### config.mk
export PLATFORM = sky130hd
export DESIGN_NAME = axis_rr_arbiter
export DESIGN_NICKNAME = d
export VERILOG_FILES = /design/src/rtl/axis_rr_arbiter.sv
export SDC_FILE = /design/constraint.sdc
export NUM_CORES = 1
export LEC_CHECK = 0
export CORE_AREA = 2 2 137 139
export DETAILED_ROUTE_END_ITERATION = 8
export DIE_AREA = 0 0 139 141
export PLACE_DENSITY_LB_ADDON = 0.25
export SLEW_MARGIN = 5
export SYNTH_ARGS = -nofsm -noshare
export SYNTH_HDL_FRONTEND = slang
export SYNTH_SLANG_ARGS = --single-unit
### constraint.sdc
create_clock -name aclk -period 1.52 [get_ports aclk]
set_input_delay 0.228 -clock aclk [delete_from_list [all_inputs] [get_ports aclk]]
set_output_delay 0.228 -clock aclk [all_outputs]
set_load 0.03 [all_outputs]
### src/rtl/axis_rr_arbiter.sv
// axis_rr_arbiter: 4-source AXI-Stream round-robin arbiter, packet-locked grant.
// Optional AXIS_ARB_PKT_CNT_EN adds per-source 16-bit packet counters on pkt_cnt.
module axis_rr_arbiter #(
   parameter int DATA_WIDTH = 64,
   parameter int NUM_SRC    = 4
) (
   input  logic                          aclk,
   input  logic                          aresetn,
   input  logic [NUM_SRC*DATA_WIDTH-1:0] s_axis_tdata,
   input  logic [NUM_SRC-1:0]            s_axis_tvalid,
   input  logic [NUM_SRC-1:0]            s_axis_tlast,
   output logic [NUM_SRC-1:0]            s_axis_tready,
   input  logic [2*NUM_SRC-1:0]          s_axis_tdest,
   output logic [DATA_WIDTH-1:0]         m_axis_tdata,
   output logic                          m_axis_tvalid,
   output logic                          m_axis_tlast,
   output logic [1:0]                    m_axis_tdest,
   input  logic                          m_axis_tready,
   output logic [1:0]                    m_axis_tid,
`ifdef AXIS_ARB_PKT_CNT_EN
   output logic [63:0]                   pkt_cnt,
`endif
   output logic                          busy
);

   typedef enum logic {
      IDLE = 1'b0,
      LOCK = 1'b1
   } state_t;

   state_t                state;
   logic [1:0]            grant;
   logic [1:0]            last_grant;
   logic [1:0]            pick;
   logic                  g_valid;
   logic                  g_last;
   logic [DATA_WIDTH-1:0] g_data;
   logic [1:0]            g_dest;
   logic                  load_ok;
   logic                  s_fire;
   logic                  pkt_end;

   // Round-robin search starting one past the previous winner.
   always_comb begin
      logic       found;
      logic [1:0] idx;
      pick  = '0;
      found = 1'b0;
      idx   = '0;
      for (int k = 1; k <= 4; k++) begin
         idx = last_grant + 2'(k);
         if (!found && s_axis_tvalid[idx]) begin
            pick  = idx;
            found = 1'b1;
         end
      end
   end

   // Select the granted source's stream fields.
   always_comb begin
      g_valid = s_axis_tvalid[grant];
      g_last  = s_axis_tlast[grant];
      g_data  = s_axis_tdata[grant*DATA_WIDTH +: DATA_WIDTH];
      g_dest  = s_axis_tdest[grant*2 +: 2];
   end

   // The output register can take a beat when empty or draining this cycle.
   always_comb begin
      load_ok       = aresetn && (state == LOCK) &&
                      (!m_axis_tvalid || m_axis_tready);
      s_axis_tready = '0;
      if (load_ok)
         s_axis_tready = NUM_SRC'(1) << grant;
      s_fire  = load_ok && g_valid;
      pkt_end = s_fire && g_last;
   end

   // Arbitration FSM: one IDLE cycle picks a source, LOCK holds it to tlast.
   always_ff @(posedge aclk) begin
      if (!aresetn) begin
         state      <= IDLE;
         grant      <= '0;
         last_grant <= 2'd3;
         busy       <= 1'b0;
      end else begin
         unique case (state)
            IDLE: begin
               if (|s_axis_tvalid) begin
                  grant <= pick;
                  state <= LOCK;
                  busy  <= 1'b1;
               end
            end
            LOCK: begin
               if (pkt_end) begin
                  last_grant <= grant;
                  state      <= IDLE;
                  busy       <= 1'b0;
               end
            end
            default: begin
               state <= IDLE;
               busy  <= 1'b0;
            end
         endcase
      end
   end

   // Single output register stage; load and unload may overlap.
   always_ff @(posedge aclk) begin
      if (!aresetn) begin
         m_axis_tvalid <= 1'b0;
         m_axis_tdata  <= '0;
         m_axis_tlast  <= 1'b0;
         m_axis_tdest  <= '0;
         m_axis_tid    <= '0;
      end else if (s_fire) begin
         m_axis_tvalid <= 1'b1;
         m_axis_tdata  <= g_data;
         m_axis_tlast  <= g_last;
         m_axis_tdest  <= g_dest;
         m_axis_tid    <= grant;
      end else if (m_axis_tready) begin
         m_axis_tvalid <= 1'b0;
      end
   end

`ifdef AXIS_ARB_PKT_CNT_EN
   // Count accepted end-of-packet beats per source, wrapping at 16 bits.
   always_ff @(posedge aclk) begin
      if (!aresetn) begin
         pkt_cnt <= '0;
      end else if (pkt_end) begin
         pkt_cnt[grant*16 +: 16] <= pkt_cnt[grant*16 +: 16] + 16'd1;
      end
   end
`endif

endmodule

==> impl_results.md <==
- Reg clk slew, reported paths: 0.06 ns
- Critical R2R Launch: grant[1]
- Final period util: 1.09
- CTS buffer count: 9
- Wire per inst: 18.3 um
- Most area-consuming cells after synthesis: dfxtp_1, mux4_2, nand2_1
- Overall Power: roughly 7.4 mW
- Synth area leader: dfxtp_1
- Clk Latency, worst-skew pair: between 0.3 and 0.4 ns
- Number of global-route vias before repair: roughly 5000
- Mapped Cells: 448
- Status: finished, violations left
- Final setup violation count: between 60 and 70
- H-tree depth: 3
- Syn Nets: ~720
- Post-synth EDFFs: 0
- Synth top area share: 0.342
- CP endpoint kind: register
- Initial core utilization: 0.243
- Die Ht: 141 um
- RSZ-0062 raised after global routing: true
- First-pass GRT wire length: roughly 26000 um
- CP startpoint: grant[1]
- Die X: roughly 140 um
- PwrDens: roughly 800 mW/mm2
- Slew margin rel.: 0.644
- Crit-path max FO: 16
- Core area: 0.0183 mm2
- Total GRT Usage: 0.171
- Fmax: approximately 600 MHz
- Fin. Hold Viols: 0
- Worst hold path class: in2reg
- Layout cell share with drive strength beyond 1: 0.209
- Ys Warns: 0
- Fill cell count: between 1500 and 2000
- Netlist cell types: 34
- Largest net degree at the start of global routing: 67
- Leakage: 3.54 nW
- Final core occ: 0.494
- Final Worst Setup Slack: -0.140 ns
- #FFs+latches synth: between 70 and 80
- Final Max Tran Viols: 0
- Failing checks: setup timing
- Row count: 50
- Drt first pass iters: 6
- Synthesized area: ~0.0044 mm2
- Slew @ Worst Pin: 0.534 ns
- CTS root buf: clkbuf_16
- Buffers on Ports: about 350
- Post-DP HPWL: about 14000 um
- Initial antenna violation count: 1
- Ys flop type: dfxtp_1
- Vias post-DR: about 5000
- Post-CTS Hold Buffers: 0
- Final WL: between 15000 and 20000 um
- Max_cap viols: 0
- CTS Sinks: 76
- Number of placed instances, taps included: roughly 1000
- # DRC: 0
- CP endpoint: m_axis_tid[0]
- Vias/cell: between 4 and 5
- Clock Skew: about 0.007 ns
- I/O pin total: 350
- Total grt overflow: 0
- Non-Filler Instances: between 1000 and 1500
- Register-to-register setup slack: -0.14 ns
- Nets: 1083
- Commonest cells in the synthesized netlist: nand2_1, dfxtp_1, mux4_2, o21ai_1, o21ai_0
- CTS tree: done
- Area of the die: between 0.015 and 0.02 mm2
- Clock Tree Buf Depth: 2
- Avg Inst Size Synth: between 9 and 10 um2
- 1st-iter DRT viols: 200
- Ys async rst share: 0
- Worst EP arrival: roughly 1.9 ns
- Setup TNS: -6.44 ns
- RePlAce Congestion: ~0.82
- Fin crit period: 1.66 ns
- Post-route ant nets: 0
- Crit path kind: reg2reg
- CP startpoint kind: register
- Max IR drop VDD: approximately 0.58 mV
- R2r worst-path depth: 5
- WP data required: around 1.7 ns
- Most frequent cell after synthesis: nand2_1
- P&R area growth vs syn: 103%
- Worst reg2reg endpoint: m_axis_tid[0]
- Seq/Total Area, Yosys: 0.342
[metal layers]
layer	track usage	routed length (um)	vias to the layer above
met3	0.0530	1380	41
met5	0	0	-
met4	0.0617	524	0
li1	-	-	2352
met2	0.312	10000	224
met1	0.188	7220	2420
[worst max-delay path, cell delays in order (launching register included)]
cell	delay, ns
dfxtp_4	0.36
mux4_2	0.54
and4_4	0.29
clkbuf_16	0.21
nand2_1	0.07
o21ai_0	0.07
[report_power, final]
group          leakage, nW  internal (mW)  switching [mW]  total (mW)
Sequential           0.624           2.18           0.107        2.29
Combinational         2.75           1.50            1.16        2.67
Clock                0.171           1.62           0.813        2.44
Total                 3.54           5.31            2.09        7.39
[stage by stage]
step                worst slack, ns  instance area (um2)  hold WS (ns)
detailed placement           -0.376                 8280         0.441
global route                 -0.184                 9020         0.242
CTS                          -0.114                 8720         0.217
floorplan                   -0.0949                 4500         0.435
finish                       -0.140                 9020         0.252
global placement             -0.339                 8280         0.435
[cell usage in the layout, fill, tap and decap left out, drive strengths merged, types with 2 or more instances in the layout]
cell	synthesis	layout
nand3	3	3
nor3	2	2
clkbuf	20	18
nand2	145	145
o21ai	73	73
buf	24	42
o22ai	2	2
nor3b	3	3
mux4	67	67
clkdlybuf4s50	0	272
nor2	9	9
o221ai	3	3
bufinv	0	2
and4	1	2
dfxtp	76	76
inv	4	3
dlygate4sd2	0	72
a31oi	2	2
[final cells by class]
cell class | count | area (um2) | area share
Timing Repair Buffer | 392 | 3990 | 0.442
Tap cell | 234 | 293 | 0.0325
Clock inverter | 3 | 65.1 | 0.00721
Antenna cell | 1 | 2.50 | 0.000277
Multi-Input combinational cell | 325 | 2840 | 0.315
Sequential cell | 76 | 1530 | 0.170
Clock buffer | 13 | 282 | 0.0312
Inverter | 4 | 18.8 | 0.00208
[flip-flops by register name, indices dropped and copies added, names as in the netlist]
name,count
busy,1
grant,2
last_grant,2
m_axis_tdata,64
m_axis_tdest,2
m_axis_tid,2
m_axis_tlast,1
m_axis_tvalid,1
state,1
[kinds of logic after synthesis]
family / Yosys count / synth area share
AOI/OAI and AO/OA: 87 / 0.105
muxes: 69 / 0.344
DFF: 76 / 0.342
buffers and inverters: 48 / 0.0582
and+or+nand+nor: 168 / 0.150
[what timing repair did]
action	4_1_cts	5_1_grt
gates resized for setup	92	45
pin swaps	4	2
setup endpoints to repair	144	78
hold endpoints to repair	0	0
gates cloned	2	8
buffers inserted	8	2
[worst min path at each step]
stage | start | to | slack (ns) | depth (start not counted)
floorplan | s_axis_tvalid[0] | grant[0] | 0.43 | 3
global placement | m_axis_tdata[49] | m_axis_tdata[49] | 0.44 | 2
detailed placement | m_axis_tdata[41] | m_axis_tdata[41] | 0.44 | 2
CTS | aresetn | m_axis_tvalid | 0.22 | 2
global route | aresetn | m_axis_tvalid | 0.24 | 2
finish | aresetn | m_axis_tvalid | 0.25 | 2
(Power assumes the default switching activity.)
